## config.mk

```make
export PLATFORM = sky130hd
export DESIGN_NAME = mem_access_unit_flat
export DESIGN_NICKNAME = d
export VERILOG_FILES = /design/src/rtl/mem_access_unit_if.sv /design/src/rtl/mem_access_unit.sv /design/src/flat_wrapper.sv
export SDC_FILE = /design/constraint.sdc
export NUM_CORES = 1
export LEC_CHECK = 0
export BUFFER_PORTS_ARGS = -buffer_cell sky130_fd_sc_hd__buf_2
export CORE_MARGIN = 2
export CORE_UTILIZATION = 50
export CTS_BUF_LIST = sky130_fd_sc_hd__clkbuf_8 sky130_fd_sc_hd__clkbuf_16
export CTS_CLUSTER_DIAMETER = 150
export DETAILED_ROUTE_END_ITERATION = 8
export PLACE_DENSITY = 0.8
export SYNTH_ARGS = -nofsm -noshare
export SYNTH_HDL_FRONTEND = slang
export SYNTH_SLANG_ARGS = --single-unit
export TNS_END_PERCENT = 5
```

## constraint.sdc

```tcl
create_clock -name clock -period 5.2 [get_ports clock]
set_input_delay 0.26 -clock clock [delete_from_list [all_inputs] [get_ports clock]]
set_output_delay 0.26 -clock clock [all_outputs]
set_load 0.005 [all_outputs]
```

## src/rtl/mem_access_unit_if.sv

```systemverilog
// Request/response handshake plus data-memory pin bundle for mem_access_unit.
// slave is the unit's view; master is the datapath/memory side.
interface mem_access_unit_if;
  logic        req_valid;
  logic        req_ready;
  logic        req_write;
  logic [1:0]  req_size;
  logic        req_signed;
  logic [63:0] req_addr;
  logic [63:0] req_wdata;
  logic        resp_valid;
  logic [63:0] resp_rdata;
  logic        resp_error;
  logic [63:0] mem_address;
  logic [63:0] mem_d_in;
  logic        mem_read;
  logic        mem_write;
  logic [63:0] mem_d_out;

  modport slave (
    input  req_valid, req_write, req_size, req_signed, req_addr, req_wdata, mem_d_out,
    output req_ready, resp_valid, resp_rdata, resp_error,
           mem_address, mem_d_in, mem_read, mem_write
  );

  modport master (
    output req_valid, req_write, req_size, req_signed, req_addr, req_wdata, mem_d_out,
    input  req_ready, resp_valid, resp_rdata, resp_error,
           mem_address, mem_d_in, mem_read, mem_write
  );
endinterface

```

## src/rtl/mem_access_unit.sv

```systemverilog
// Single-outstanding load/store initiator for a 64-bit byte-addressed memory.
// Narrow stores are read-modify-write; loads return zero/sign-extended data.
module mem_access_unit #(
  parameter int unsigned MEM_SIZE = 256
) (
  input  logic              clock,
  input  logic              reset_n,
  mem_access_unit_if.slave  bus
);

  typedef enum logic [1:0] {IDLE, RD, WR, RESP} state_e;

  // Highest legal start address; compared in 64 bits so huge addresses never wrap.
  localparam logic [63:0] LAST_ADDR = 64'(MEM_SIZE) - 64'd8;

  state_e      state_q;
  logic        write_q;
  logic [1:0]  size_q;
  logic        signed_q;
  logic [63:0] wdata_q;
  logic        ready_q;
  logic        resp_valid_q;
  logic        resp_error_q;
  logic [63:0] resp_rdata_q;
  logic [63:0] mem_address_q;
  logic [63:0] mem_d_in_q;
  logic        mem_read_q;
  logic        mem_write_q;

  logic [63:0] rdata_d;
  logic [63:0] merged_d;

  function automatic logic [63:0] extend_load(input logic [63:0] raw,
                                              input logic [1:0]  size,
                                              input logic        sgn);
    case (size)
      2'd0:    return {{56{sgn & raw[7]}},  raw[7:0]};
      2'd1:    return {{48{sgn & raw[15]}}, raw[15:0]};
      2'd2:    return {{32{sgn & raw[31]}}, raw[31:0]};
      default: return raw;
    endcase
  endfunction

  function automatic logic [63:0] merge_store(input logic [63:0] old,
                                              input logic [63:0] wdata,
                                              input logic [1:0]  size);
    case (size)
      2'd0:    return {old[63:8],  wdata[7:0]};
      2'd1:    return {old[63:16], wdata[15:0]};
      2'd2:    return {old[63:32], wdata[31:0]};
      default: return wdata;
    endcase
  endfunction

  always_comb begin
    rdata_d  = extend_load(bus.mem_d_out, size_q, signed_q);
    merged_d = merge_store(bus.mem_d_out, wdata_q, size_q);
  end

  always_ff @(posedge clock) begin
    if (!reset_n) begin
      state_q       <= IDLE;
      ready_q       <= 1'b1;
      resp_valid_q  <= 1'b0;
      resp_error_q  <= 1'b0;
      resp_rdata_q  <= '0;
      mem_read_q    <= 1'b0;
      mem_write_q   <= 1'b0;
      mem_address_q <= '0;
      mem_d_in_q    <= '0;
    end else begin
      resp_valid_q <= 1'b0;
      mem_read_q   <= 1'b0;
      mem_write_q  <= 1'b0;
      case (state_q)
        IDLE: begin
          if (bus.req_valid) begin
            write_q  <= bus.req_write;
            size_q   <= bus.req_size;
            signed_q <= bus.req_signed;
            wdata_q  <= bus.req_wdata;
            ready_q  <= 1'b0;
            if (bus.req_addr > LAST_ADDR) begin
              state_q      <= RESP;
              resp_valid_q <= 1'b1;
              resp_error_q <= 1'b1;
              resp_rdata_q <= '0;
            end else if (!bus.req_write || bus.req_size != 2'd3) begin
              state_q       <= RD;
              mem_read_q    <= 1'b1;
              mem_address_q <= bus.req_addr;
            end else begin
              state_q       <= WR;
              mem_write_q   <= 1'b1;
              mem_address_q <= bus.req_addr;
              mem_d_in_q    <= bus.req_wdata;
            end
          end
        end
        // mem_d_out has settled by the closing edge of the read cycle.
        RD: begin
          if (write_q) begin
            state_q     <= WR;
            mem_write_q <= 1'b1;
            mem_d_in_q  <= merged_d;
          end else begin
            state_q      <= RESP;
            resp_valid_q <= 1'b1;
            resp_error_q <= 1'b0;
            resp_rdata_q <= rdata_d;
          end
        end
        WR: begin
          state_q      <= RESP;
          resp_valid_q <= 1'b1;
          resp_error_q <= 1'b0;
          resp_rdata_q <= '0;
        end
        RESP: begin
          state_q <= IDLE;
          ready_q <= 1'b1;
        end
        default: begin
          state_q <= IDLE;
          ready_q <= 1'b1;
        end
      endcase
    end
  end

  assign bus.req_ready   = ready_q;
  assign bus.resp_valid  = resp_valid_q;
  assign bus.resp_error  = resp_error_q;
  assign bus.resp_rdata  = resp_rdata_q;
  assign bus.mem_address = mem_address_q;
  assign bus.mem_d_in    = mem_d_in_q;
  assign bus.mem_read    = mem_read_q;
  assign bus.mem_write   = mem_write_q;

endmodule
```

## src/flat_wrapper.sv

```systemverilog
// flat-port wrapper written by rule: the top's interface ports become plain ports
module mem_access_unit_flat 
#(
  parameter int unsigned MEM_SIZE = 256
)
  (clock, reset_n, bus_req_valid, bus_req_write, bus_req_size, bus_req_signed, bus_req_addr, bus_req_wdata, bus_mem_d_out, bus_req_ready, bus_resp_valid, bus_resp_rdata, bus_resp_error, bus_mem_address, bus_mem_d_in, bus_mem_read, bus_mem_write);
  mem_access_unit_if bus_i ();
  input  logic clock;
  input  logic reset_n;
  input wire logic [$bits(bus_i.req_valid)-1:0] bus_req_valid;
  input wire logic [$bits(bus_i.req_write)-1:0] bus_req_write;
  input wire logic [$bits(bus_i.req_size)-1:0] bus_req_size;
  input wire logic [$bits(bus_i.req_signed)-1:0] bus_req_signed;
  input wire logic [$bits(bus_i.req_addr)-1:0] bus_req_addr;
  input wire logic [$bits(bus_i.req_wdata)-1:0] bus_req_wdata;
  input wire logic [$bits(bus_i.mem_d_out)-1:0] bus_mem_d_out;
  output wire logic [$bits(bus_i.req_ready)-1:0] bus_req_ready;
  output wire logic [$bits(bus_i.resp_valid)-1:0] bus_resp_valid;
  output wire logic [$bits(bus_i.resp_rdata)-1:0] bus_resp_rdata;
  output wire logic [$bits(bus_i.resp_error)-1:0] bus_resp_error;
  output wire logic [$bits(bus_i.mem_address)-1:0] bus_mem_address;
  output wire logic [$bits(bus_i.mem_d_in)-1:0] bus_mem_d_in;
  output wire logic [$bits(bus_i.mem_read)-1:0] bus_mem_read;
  output wire logic [$bits(bus_i.mem_write)-1:0] bus_mem_write;
  assign bus_i.req_valid = bus_req_valid;
  assign bus_i.req_write = bus_req_write;
  assign bus_i.req_size = bus_req_size;
  assign bus_i.req_signed = bus_req_signed;
  assign bus_i.req_addr = bus_req_addr;
  assign bus_i.req_wdata = bus_req_wdata;
  assign bus_i.mem_d_out = bus_mem_d_out;
  assign bus_req_ready = bus_i.req_ready;
  assign bus_resp_valid = bus_i.resp_valid;
  assign bus_resp_rdata = bus_i.resp_rdata;
  assign bus_resp_error = bus_i.resp_error;
  assign bus_mem_address = bus_i.mem_address;
  assign bus_mem_d_in = bus_i.mem_d_in;
  assign bus_mem_read = bus_i.mem_read;
  assign bus_mem_write = bus_i.mem_write;
  mem_access_unit #(.MEM_SIZE(MEM_SIZE)) u_core (.clock(clock), .reset_n(reset_n), .bus(bus_i));
endmodule
```

==> flow_summary_export.csv <==
group,metric,value,unit
worst_hold_path,holdCritPathClass,"in2reg",
worst_setup_path,setup.worst_path.start,"u_core.state_q[1]$_SDFFE_PN0N_",
route,via_count,9912,
sta,slew_violations,0,
global_route,antenna_found_initial,5,
cts,post_cts_resized,0,
logic_synthesis,syn-instance-count,1100,
die,die_area,0.0231,mm²
worst_setup_path,crit_type,"reg2reg",
cts,path_clk_slew,0.06,ns
cells_and_area,area_growth_syn_to_layout,34.3,%
global_route,grt_start_max_net_pins,89,
logic_synthesis,seq_area_frac_synth,0.549,
global_route,grt.total_usage,0.282,
die,num_io_pins,396,
sta,finalCritPeriodShare,0.632,
global_route,grt_overflow_total,0,
sta,finalCriticalPeriod,3.29,ns
placed_design,dp_hpwl,22100,µm
die,rows,54,
cts,hold_buffers,74,
cts,htreeDepth,1,
logic_synthesis,ys_warn_count,0,
power_and_ir_drop,total_power,5.13,mW
route,wl_per_cell,18.5,µm
logic_synthesis,syn_avg_cell_area,9.98,µm²
die,die_h,152,µm
cells_and_area,final_nets,1725,
worst_setup_path,r2r_start,"u_core.state_q[1]$_SDFFE_PN0N_",
worst_setup_path,worst_setup_path_start_kind,"flop",
worst_setup_path,r2r_end,"u_core.bus.mem_d_in[58]$_SDFFE_PN0P_",
sta,setup_viol,0,
cts,clockRootBuffer,"clkbuf_16",
worst_setup_path,reg2reg_slack,1.91,ns
sta,worst_pin_slew,1.17,ns
worst_setup_path,crit_path_end_kind,"flop",
logic_synthesis,postSynthRegisterBits,267,
die,die_x,152,µm
die,core,0.0217,mm²
cts,insertion_delay,0.53,ns
power_and_ir_drop,power_density,348,mW/mm²
logic_synthesis,yosysUniqueCellTypes,35,
logic_synthesis,syn_area,0.0110,mm²
run_status,status,"finished clean",
power_and_ir_drop,p_leak,7.07,nW
sta,finClkSkew,0.0125,ns
cts,cts_tree,"built",
placed_design,gp_congestion,0.887,
sta,fmax,304,MHz
route,drcViolationCount,0,
sta,hold_viol_final,0,
sta,fin_tns_setup,0,ns
power_and_ir_drop,irDropWorstVdd,0.244,mV
cts,ctsLongestPathBuffers,3,
cells_and_area,drive_above_1_share,0.308,
route,ant_nets,0,
run,cap_violations,0,
die,start_util,0.506,
worst_setup_path,crit_fanout,66,
worst_setup_path,reg2regPathDepth,8,
placed_design,portBuffers,395,
route,first_pass_iters,6,
worst_setup_path,cp.required,5.65,ns
cts,cts_made_buffers,29,
cts,cts_setup_buffers,0,
route,drt-total-wl,33800,µm
cts,cts.sinks,267,
worst_setup_path,crit_end,"u_core.bus.mem_d_in[58]$_SDFFE_PN0P_",
sta,relSlewSlack,0.223,
route,viasPerCell,5.43,
global_route,grt_pass1_wl,53100,µm
route,drt-initial-drc-count,642,
sta,rsz0062_at_grt,"false",
worst_setup_path,worstPathArrival,3.74,ns
logic_synthesis,syn_nets,1303,
global_route,grt_pass1_vias,10024,
synth_stat cells, drive strengths merged:
library cell / instances / area (µm²)
inv: 5 / 18.8
edfxtp: 68 / 2040
nor2b: 1 / 6.26
a21oi: 4 / 20.0
clkbuf: 68 / 255
nand2: 274 / 1030
o21a: 2 / 15.0
o211ai: 56 / 420
nand3b: 1 / 7.51
o311a: 1 / 10.0
or2: 1 / 6.26
ha: 4 / 50.1
nand4: 3 / 18.8
o22ai: 2 / 12.5
nor4: 15 / 109
a31oi: 5 / 31.3
nor2: 5 / 18.8
and4: 1 / 8.76
buf: 23 / 179
and3: 4 / 25.0
dfxtp: 199 / 3980
nand3: 85 / 425
and2: 65 / 407
and4bb: 1 / 12.5
o21ai: 41 / 205
mux2i: 153 / 1530
nand2b: 1 / 6.26
nor3: 2 / 10.0
a21o: 1 / 7.51
mux2: 9 / 101
power by group:
group	internal [mW]	switching, mW	leakage [nW]
Sequential	2.24	0.0417	2.23
Combinational	0.340	0.470	4.34
Clock	1.19	0.847	0.494
Total	3.77	1.36	7.07
routing by layer:
metal,vias up,GRT usage,part of all wire
li1,4647,-,-
met1,4640,0.327,0.37
met2,512,0.503,0.51
met3,111,0.0560,0.074
met4,2,0.128,0.044
met5,-,0,0.00038
layout by cell type (no fill, tap or decap), types with 6 or more instances in the layout:
cell and n:
dfxtp_1 199, edfxtp_1 68, o211ai_1 56, inv_1 9, nand3_1 85, mux2_2 9
mux2i_1 153, o21ai_0 41, clkbuf_16 32, nand2_1 273, nor4_1 14, dlygate4sd3_1 74
and2_1 64, buf_2 394, buf_4 13, clkinv_2 6
how the worst min path moves through the flow:
stage                     depth (start not counted)                                      end                                    start
after floorplan                                   0                u_core.signed_q$_DFFE_PP_                           bus_req_signed
after global placement                            1  u_core.bus.mem_address[15]$_SDFFE_PN0P_  u_core.bus.mem_address[15]$_SDFFE_PN0P_
after detailed placement                          1   u_core.bus.mem_address[8]$_SDFFE_PN0P_   u_core.bus.mem_address[8]$_SDFFE_PN0P_
after CTS                                         3    u_core.bus.resp_rdata[4]$_SDFFE_PN0P_                         bus_mem_d_out[4]
after global routing                              3    u_core.bus.resp_rdata[2]$_SDFFE_PN0P_                         bus_mem_d_out[2]
final                                             3   u_core.bus.mem_address[5]$_SDFFE_PN0P_                          bus_req_addr[5]
flip-flops by register name, indices dropped and copies added, names as in the netlist:
signal and cells:
u_core.bus.req_ready 1, u_core.state_q 2, u_core.signed_q 1, u_core.wdata_q 64, u_core.write_q 1, u_core.bus.resp_rdata 64, u_core.size_q 2, u_core.bus.resp_error 1
u_core.bus.mem_d_in 64, u_core.bus.resp_valid 1, u_core.bus.mem_read 1, u_core.bus.mem_address 64, u_core.bus.mem_write 1
kinds of logic after synthesis:
group,Yosys count,share of synthesized area
adder cells (fa/ha/maj),4,0.00456
multiplexers,162,0.149
buffers and inverters,96,0.0413
flip-flops,267,0.549
AO/OA/AOI/OAI,112,0.0658
AND/OR/NAND/NOR,459,0.190
worst max-delay path, stage by stage (launching register included):
cell and delay (ns):
dfxtp_1 0.34, inv_1 0.11, ha_4 0.60, nor2b_1 0.30, and4bb_2 0.28, a21oi_4 0.14
buf_4 0.50, buf_4 0.60, mux2i_1 0.27
cell type report:
| class | instances | area [µm²] |
|---|---|---|
| clock inverter | 19 | 133 |
| tap | 280 | 350 |
| fill | 1612 | 6950 |
| sequential | 267 | 6030 |
| timing repair buffer | 482 | 2820 |
| multi-input combinational | 737 | 4560 |
| inverter | 5 | 18.8 |
| antenna | 3 | 7.51 |
| clock buffer | 34 | 828 |
metrics by stage:
stage	instance area (µm²)	hold slack, ns	setup WS [ns]	std cells	util
floorplan	11000	0.359	0.913	1100	-
global placement	13000	0.436	1.61	1697	0.601
detailed placement	13000	0.438	1.60	1697	0.601
CTS	14700	0.00131	1.87	1824	0.679
global route	14700	0.0137	1.65	1827	0.680
finish	14700	0.0130	1.91	1827	0.680
Note: power is estimated with default switching activity, not from simulation.
